`src/rtl/rf_pkg.sv`:
```
// Shared types and constants for the integer register-file access controller.
package rf_pkg;

  localparam int NREG        = 32;
  localparam int REG_IDX_W   = 5;
  localparam int D_WIDTH_DEF = 32;

  typedef logic [REG_IDX_W-1:0] reg_idx_t;

  typedef enum logic {
    IDLE = 1'b0,
    HOLD = 1'b1
  } ctrl_state_t;

  typedef enum logic {
    WB_MEM = 1'b0,
    WB_ALU = 1'b1
  } wb_src_t;

endpackage

```
`src/rtl/rf_wb_arb.sv`:
```
// Two-requester round-robin arbiter for the single register-file write port,
// with the rd/data mux for the winning requester.
module rf_wb_arb #(
  parameter int D_WIDTH = 32
) (
  input  logic               clk,
  input  logic               rst_n,
  input  logic               alu_valid,
  input  logic [4:0]         alu_rd,
  input  logic [D_WIDTH-1:0] alu_data,
  output logic               alu_ready,
  input  logic               mem_valid,
  input  logic [4:0]         mem_rd,
  input  logic [D_WIDTH-1:0] mem_data,
  output logic               mem_ready,
  output logic               grant,
  output logic [4:0]         grant_rd,
  output logic [D_WIDTH-1:0] grant_data
);
  import rf_pkg::*;

  wb_src_t ptr_q;
  logic    sel_mem;

  always_comb begin
    sel_mem    = mem_valid & (~alu_valid | (ptr_q == WB_MEM));
    grant      = alu_valid | mem_valid;
    mem_ready  = sel_mem;
    alu_ready  = alu_valid & ~sel_mem;
    grant_rd   = '0;
    grant_data = '0;
    if (sel_mem) begin
      grant_rd   = mem_rd;
      grant_data = mem_data;
    end else if (alu_valid) begin
      grant_rd   = alu_rd;
      grant_data = alu_data;
    end
  end

  // The pointer only moves on contention, toward the side that just lost.
  always_ff @(posedge clk or negedge rst_n) begin
    if (!rst_n) begin
      ptr_q <= WB_MEM;
    end else if (alu_valid && mem_valid) begin
      ptr_q <= (ptr_q == WB_MEM) ? WB_ALU : WB_MEM;
    end
  end

endmodule

```
`src/rtl/rf_access_ctrl.sv`:
```
// Register-file access sequencer: issues reads for decoded instructions, holds
// operands for execute, scoreboards in-flight destinations and arbitrates writeback.
module rf_access_ctrl #(
  parameter int D_WIDTH = 32,
  parameter int NREG    = 32
) (
  input  logic               clk,
  input  logic               rst_n,
  input  logic               dec_valid,
  output logic               dec_ready,
  input  logic [4:0]         dec_rs1,
  input  logic [4:0]         dec_rs2,
  input  logic [4:0]         dec_rd,
  input  logic               dec_use_rs1,
  input  logic               dec_use_rs2,
  input  logic               dec_wr_rd,
  output logic               op_valid,
  input  logic               op_ready,
  input  logic               flush,
  output logic [4:0]         rf_rs1,
  output logic [4:0]         rf_rs2,
  output logic [4:0]         rf_rd,
  output logic               rf_regLd,
  output logic               rf_regStr,
  output logic [D_WIDTH-1:0] rf_WBDat,
  input  logic               alu_wb_valid,
  output logic               alu_wb_ready,
  input  logic [4:0]         alu_wb_rd,
  input  logic [D_WIDTH-1:0] alu_wb_data,
  input  logic               mem_wb_valid,
  output logic               mem_wb_ready,
  input  logic [4:0]         mem_wb_rd,
  input  logic [D_WIDTH-1:0] mem_wb_data,
  output logic [NREG-1:0]    busy_vec,
  output logic               wb_err
);
  import rf_pkg::*;

  ctrl_state_t     state_q, state_d;
  logic [NREG-1:0] busy_q, busy_d, set_mask, clr_mask;
  reg_idx_t        held_rd_q;
  logic            held_wr_q;
  logic            wb_err_q, err_set;
  logic            hazard, issue, flush_hold;
  logic            grant;
  reg_idx_t        grant_rd;

  rf_wb_arb #(.D_WIDTH(D_WIDTH)) u_wb_arb (
    .clk        (clk),
    .rst_n      (rst_n),
    .alu_valid  (alu_wb_valid),
    .alu_rd     (alu_wb_rd),
    .alu_data   (alu_wb_data),
    .alu_ready  (alu_wb_ready),
    .mem_valid  (mem_wb_valid),
    .mem_rd     (mem_wb_rd),
    .mem_data   (mem_wb_data),
    .mem_ready  (mem_wb_ready),
    .grant      (grant),
    .grant_rd   (grant_rd),
    .grant_data (rf_WBDat)
  );

  // Issue control and FSM next state
  always_comb begin
    hazard = (dec_use_rs1 & busy_q[dec_rs1]) |
             (dec_use_rs2 & busy_q[dec_rs2]) |
             (dec_wr_rd   & busy_q[dec_rd]);
    issue  = dec_valid & ~hazard & ~flush &
             ((state_q == IDLE) | ((state_q == HOLD) & op_ready));
    flush_hold = flush & (state_q == HOLD);
    state_d = state_q;
    case (state_q)
      IDLE: if (issue) state_d = HOLD;
      HOLD: begin
        if (flush)                    state_d = IDLE;
        else if (op_ready && !issue)  state_d = IDLE;
      end
      default: state_d = IDLE;
    endcase
  end

  // Scoreboard: a writeback always lands while its rd is still marked busy,
  // so a clear of an idle entry means a stray or duplicated writeback.
  always_comb begin
    set_mask = '0;
    clr_mask = '0;
    if (issue && dec_wr_rd && (dec_rd != '0)) set_mask[dec_rd] = 1'b1;
    if (grant && (grant_rd != '0))            clr_mask[grant_rd] = 1'b1;
    if (flush_hold && held_wr_q)              clr_mask[held_rd_q] = 1'b1;
    busy_d    = (busy_q & ~clr_mask) | set_mask;
    busy_d[0] = 1'b0;
    err_set   = grant & (grant_rd != '0) & ~busy_q[grant_rd];
  end

  always_ff @(posedge clk or negedge rst_n) begin
    if (!rst_n) begin
      state_q   <= IDLE;
      busy_q    <= '0;
      held_rd_q <= '0;
      held_wr_q <= 1'b0;
      wb_err_q  <= 1'b0;
    end else begin
      state_q <= state_d;
      busy_q  <= busy_d;
      if (err_set) wb_err_q <= 1'b1;
      if (issue) begin
        held_rd_q <= dec_rd;
        held_wr_q <= dec_wr_rd & (dec_rd != '0);
      end else if (state_d == IDLE) begin
        held_wr_q <= 1'b0;
      end
    end
  end

  assign dec_ready = issue;
  assign op_valid  = (state_q == HOLD);
  assign rf_regLd  = issue;
  assign rf_rs1    = dec_rs1;
  assign rf_rs2    = dec_rs2;
  assign rf_rd     = grant_rd;
  assign rf_regStr = grant;
  assign busy_vec  = busy_q;
  assign wb_err    = wb_err_q;

endmodule

```
`config.mk`:
```
export PLATFORM = sky130hd
export DESIGN_NAME = rf_access_ctrl
export DESIGN_NICKNAME = d
export VERILOG_FILES = /design/src/rtl/rf_pkg.sv /design/src/rtl/rf_wb_arb.sv /design/src/rtl/rf_access_ctrl.sv
export SDC_FILE = /design/constraint.sdc
export NUM_CORES = 1
export LEC_CHECK = 0
export BUFFER_PORTS_ARGS = -buffer_cell sky130_fd_sc_hd__buf_2
export CORE_UTILIZATION = 45
export DETAILED_ROUTE_END_ITERATION = 10
export MAX_ROUTING_LAYER = met4
export PLACE_DENSITY = 0.78
export SLEW_MARGIN = 20
export SYNTH_ARGS = -nofsm -noshare
export SYNTH_HDL_FRONTEND = slang
export SYNTH_SLANG_ARGS = --single-unit
```
`constraint.sdc`:
```
create_clock -name clk -period 4.9 [get_ports clk]
set_input_delay 0.245 -clock clk [delete_from_list [all_inputs] [get_ports clk]]
set_output_delay 0.245 -clock clk [all_outputs]
set_load 0.05 [all_outputs]
```
# Word level (Yosys, flattened, before mapping)
# Index checks and enable logic that the tools add are counted.
[op_classes]
add_sub_neg = 0
multipliers = 0
n_div = 0
order_cmp = 8
n_eq_ne = 1
n_shift = 0
n_mux = 28
n_bitwise = 29
n_reduce_logical = 12
[op_table]
columns = ["op", "count"]
rows = [
  ["$mux W32", 5],
  ["$or A32 B32 Y32", 2],
  ["$and A32 B32 Y32", 1],
  ["$not A32 Y32", 1],
  ["$lt A5 B6 Y1 const B", 5],
  ["$bmux W1 S5", 4],
  ["$demux W1 S5", 3],
  ["$ge A5 B1 Y1 const B", 3],
  ["$and A1 B1 Y1", 13],
  ["$mux W1", 13],
  ["$mux W5", 2],
  ["$reduce_bool A5 Y1", 2],
  ["$logic_and A1 B1 Y1", 9],
  ["$not A1 Y1", 7],
  ["$or A1 B1 Y1", 5],
  ["$ne A2 B1 Y1 const B", 1],
  ["$pmux W1 S2", 1],
  ["$logic_not A1 Y1", 1],
]
[totals]
ff_bits = 40
latchBits = 0
ram_bits = 0
romBits = 0
inputBits = 99
out_inout_bits = 86
elab_cells = 84
n_memories = 0

# Longest topological paths before layout
[logic_depth]
ltp_word = 16
mapped_depth = 12
mapped_depth_nobuf = 9

# Hierarchy
# A second synthesis with hierarchy kept.
[unflattened]
hier_cells = 387
hier_area_um2 = 3846.2
[by_module_without_submodules]
columns = ["module", "instances", "cells_per_inst", "area_per_inst_um2", "seq_area_each_um2"]
rows = [
  ["rf_access_ctrl", 1, 331, 3274.4, 975.9],
  ["rf_wb_arb", 1, 56, 571.8, 25.0],
]

# Worst setup path after synthesis
# OpenSTA, ideal clock, no wires.
[synth_path]
path_kind = "register to output"
from = "reg busy_q[31], in the netlist busy_vec[31]"
to = "out rf_regLd"
t_arrival_ns = 3.223
required_ns = 4.655
setup_slack_ns = 1.432
path_stages_with_launch = 11
path_buffers = 3
path_cell_list = "dfrtp_1 -> mux4_2 -> mux4_2 -> nand3_1 -> o2111ai_1 -> a211o_1 -> or3_1 -> buf_6 -> buf_6 -> inv_1 -> buf_4"
[synth_via]
elab_chain_cells = 9
word_cells_on_any_way = 15
classes_between = "6 x mux; 9 x bitwise"
[synth_rtl]
columns = ["element", "line", "text"]
rows = [
  ["start, declared", "rf_access_ctrl.sv:40", "logic [NREG-1:0] busy_q, busy_d, set_mask, clr_mask;"],
  ["start signal, assigned", "rf_access_ctrl.sv:105", "busy_q <= busy_d;"],
  ["$bmux W1 S5 (on tied branches)", "rf_access_ctrl.sv:66, rf_access_ctrl.sv:67", ""],
  ["$mux W1 (on tied branches)", "rf_access_ctrl.sv:66, rf_access_ctrl.sv:67", ""],
  ["$and A1 B1 Y1 (on tied branches)", "rf_access_ctrl.sv:66, rf_access_ctrl.sv:67", ""],
  ["$or A1 B1 Y1", "rf_access_ctrl.sv:66", "hazard = (dec_use_rs1 & busy_q[dec_rs1]) |"],
  ["$or A1 B1 Y1 *", "rf_access_ctrl.sv:67", "(dec_use_rs2 & busy_q[dec_rs2]) |"],
  ["$not A1 Y1 *", "rf_access_ctrl.sv:69", "issue = dec_valid & ~hazard & ~flush &"],
  ["$and A1 B1 Y1 * (3 in a row)", "rf_access_ctrl.sv:69", ""],
  ["end, declared", "rf_access_ctrl.sv:23", "output logic rf_regLd,"],
]
# Mark *: on every way between the ends. The rest lies on a longest branch, timed or not. The select of a mux whose other input is x is not followed.

# Final worst setup path
[layout_path]
from = "reg busy_q[20], in the netlist busy_vec[20]"
to = "out dec_ready"
[layout_via]
elab_chain_cells = 9
word_cells_on_any_way = 15
classes_between = "6 x mux; 9 x bitwise"
[layout_rtl]
columns = ["element", "line", "text"]
rows = [
  ["$bmux W1 S5 (on tied branches)", "rf_access_ctrl.sv:66, rf_access_ctrl.sv:67", ""],
  ["$mux W1 (on tied branches)", "rf_access_ctrl.sv:66, rf_access_ctrl.sv:67", ""],
  ["$and A1 B1 Y1 (on tied branches)", "rf_access_ctrl.sv:66, rf_access_ctrl.sv:67", ""],
  ["$or A1 B1 Y1", "rf_access_ctrl.sv:66", ""],
  ["$or A1 B1 Y1 *", "rf_access_ctrl.sv:67", ""],
  ["$not A1 Y1 *", "rf_access_ctrl.sv:69", ""],
  ["$and A1 B1 Y1 * (3 in a row)", "rf_access_ctrl.sv:69", ""],
  ["end, declared", "rf_access_ctrl.sv:10", "output logic dec_ready,"],
]
# Marked as above.

==> impl_results.md <==
* DR WL/cell at 20.6 um
* Most frequent standard cell in the layout excluding fill and tap cells: buf_2
* Starting utilization of the core area at 0.463
* Count of mapped cells out of synthesis at approximately 440
* Syn Std Cell Area at 3800 um2
* Post-CTS setup repair buffer count at 0
* Worst slack, placed at 1.34 ns
* Sequential fraction of the synthesis area at 0.263
* Port Buf Inserts at 183
* Floorplan row count at 33
* Net switching share of the total power at 0.544
* HPWL reported at the end of detailed placement at 10,600 um
* Final layout net count at 685
* Hold/Removal Path Class: primary input to async pin
* Power share of the combinational group at 0.557
* Count of maximum capacitance violations at 0
* Total Routed Length at 14,300 um
* First-pass iteration count of the detailed router at 5
* Cell leakage power at 2.21 nW
* Remaining global-route overflow at 0
* Net Count, Synth at ~540
* Routed length on met2 at 6660 um
* Clock insertion delay at the later pin of the skew report at 0.31 ns
* Slew Limit Fails at 0
* Count of unresolved DRC violations after routing at 0
* Wire length of the first global-routing pass at between 20,000 and 25,000 um
* Largest net degree at the start of global routing at 53
* Worst path cell trace: mux4_2 > mux4_2 > nand3_1 > o2111ai_1 > a211o_1 > or3_1 > inv_1 > buf_2
* Avg Cell Area, Syn at 8.68 um2
* Root buffer cell: clkbuf_8
* Antenna Nets Post-Route at 0
* Clock slew at the register clock pins of the worst setup and hold paths at about 0.08 ns
* Post-placement cell count at 684
* Proportion of power drawn by the clock network at 0.146
* Routed wire length on met3 at roughly 1400 um
* Cell Pwr Density at 356 nW/um2
* CTS Hold Buffers Added at 0
* Startpoint kind of the worst setup timing path: flop
* Floorplan die height at around 94 um
* Overall via count from detail_route at 4,419
* Leading cell types in the layout, fill and taps excluded: buf_2, nand2_1, dfrtp_1
* Max stage delay on crit path at 0.68 ns
* Share of total power in sequential cells at 0.297
* Final setup violating endpoints at 0
* FFs w/ async S/R, synth at 1.00
* Post-layout worst setup margin at about 1.1 ns
* Total CTS buffers at 5
* Final weighted congestion in routability-driven placement at 0.967
* Cell mode on critical path: mux4_2
* Antenna violations before repair at 0
* Slew @ Worst Pin at 0.973 ns
* Arrival time reported for the critical path endpoint at 3.53 ns
* GRT Util Overall at 0.331
* Highest attainable clock frequency at 265 MHz
* Count of endpoints failing hold in the final timing report at 0
* Number of design-rule violations left by the first detailed-router iteration at about 460
* Max layer used: met4
* Routed metal-1 wirelength at about 5900 um
* Unrepaired setup endpoints after global routing: false
* Area growth from synthesis to final layout at 24.4%
* Flops & latches, synth at 40
* Worst slew margin relative to its limit at 0.351
* Die area at between 8000 and 9000 um2
* Core Box Area at 8220 um2
* Number of global-route vias before repair at 3,899
* Slowest stage cell on the critical path: or3_1
* Horizontal die dimension at 93.9 um
* Summed negative setup slack over all endpoints at 0 ns
* Cell internal power dissipation at 0.769 mW
* WP data required at 4.66 ns
* Vias per inst at 6.39
* Resized cells post-CTS at 0
* Antenna Diode Count at 0
* Non-filler cells in the finished layout at slightly below 700
* Synthesis warning total at 0
* TritonCTS clock tree: built
* Type of the worst setup path: flop to output pin
* Dominant synthesized flop cell: dfrtp_1
* Net Sw Power at 0.916 mW
* Number of clock sinks at 40
* Share of post-route cells with drive strength above 1 at 0.412
* Number of flops mapped to enable cells by yosys at 0
* Worst supply voltage drop on vdd at 0.264 mV
* Largest fanout on the critical path at 22
* Synth cell types at 43
* Clock Skew at 0.00816 ns
* Outcome: finished, final reports clean
* Fraction of the cycle the final worst path needs at 0.771
* Buffers from clock root to sink, at most at 2
* CP endpoint kind: output pin
* Minimum period implied by the final worst setup slack at 3.78 ns
* Htree depth at 2
* # IOs at 185
* Overall power consumption at 1.69 mW
state kept, by name, indices dropped and copies added, names as in the netlist:
signal          flops
held_wr_q           1
wb_err              1
u_wb_arb.ptr_q      1
op_valid            1
busy_vec           31
held_rd_q           5
worst paths after layout:
| path | startpoint | end | slack, ns | cells past startpoint |
|---|---|---|---|---|
| worst max-delay path | busy_vec[20] | dec_ready | 1.12 | 8 |
| worst min-delay path | rst_n | busy_vec[31] | 0.08 | 1 |
| worst max register to register | busy_vec[7] | held_rd_q[3] | 1.32 | 8 |
| worst min register to register | wb_err | wb_err | 0.48 | 2 |
| max in group asynchronous | rst_n | busy_vec[19] | 4.20 | 1 |
| min in group clk | flush | held_wr_q | 0.14 | 2 |
stage by stage:
| stage | utilization | cell area (um2) | hold WS (ns) |
|---|---|---|---|
| floorplan | - | 3800 | -0.0506 |
| global placement | 0.564 | 4630 | 0.423 |
| detailed placement | 0.564 | 4630 | 0.442 |
| CTS | 0.576 | 4730 | 0.111 |
| global route | 0.576 | 4730 | 0.131 |
| finish | 0.576 | 4730 | 0.0834 |
metal layers:
layer,vias up,track usage
met3,35,0.0502
met2,288,0.495
li1,1974,-
met5,-,-
met4,0,0.117
met1,2122,0.456
worst max-delay path, delay by kind of cell, from the launching register on:
family / cells / cell delay, ns
buffers and inverters: 2 / 0.44
DFF: 1 / 0.50
and+or+nand+nor: 2 / 0.78
muxes: 2 / 0.98
AOI/OAI and AO/OA: 2 / 0.52
power groups by stage:
| stage | sequential, mW | combinational [mW] | clock (mW) |
|---|---|---|---|
| finish | 0.501 | 0.939 | 0.245 |
| floorplan | 0.594 | 0.569 | 0 |
| detailed placement | 0.499 | 0.934 | 0 |
| global route | 0.507 | 0.995 | 0.260 |
| global placement | 0.498 | 0.924 | 0 |
| CTS | 0.493 | 0.936 | 0.246 |
cells by family (layout without fill, tap and decap cells):
logic type,after synthesis,in the layout,synth area share
AND/OR/NAND/NOR,150,150,0.187
AO/OA/AOI/OAI,134,134,0.261
multiplexers,59,59,0.212
buffers and inverters,53,202,0.0737
flip-flops,40,40,0.263
other,1,1,0.000986
XOR/XNOR,1,1,0.00230
cell usage after synthesis, drive strengths merged (5+ instances only):
cell,n,area [um2]
o221ai,32,280
o31ai,33,298
buf,22,164
clkbuf,23,86.3
nand2,90,338
mux2,13,146
inv,8,30.0
o22ai,8,50.1
nand3b,10,75.1
nand3,13,65.1
mux4,16,360
nor2,8,30.0
a211oi,5,37.5
dfrtp,40,1000
or3b,5,43.8
o21ai,37,185
nor3b,5,37.5
or3,5,31.3
mux2i,30,300
cell type report:
type,instances,area (um2)
fillers,753,3490
multi-input cells,345,2530
flip-flops and latches,40,1000
repair buffers,186,938
well taps,105,131
clock buffers,6,82.6
inverters,8,30.0
clock inverters,2,15.0
(Power assumes the default switching activity.)
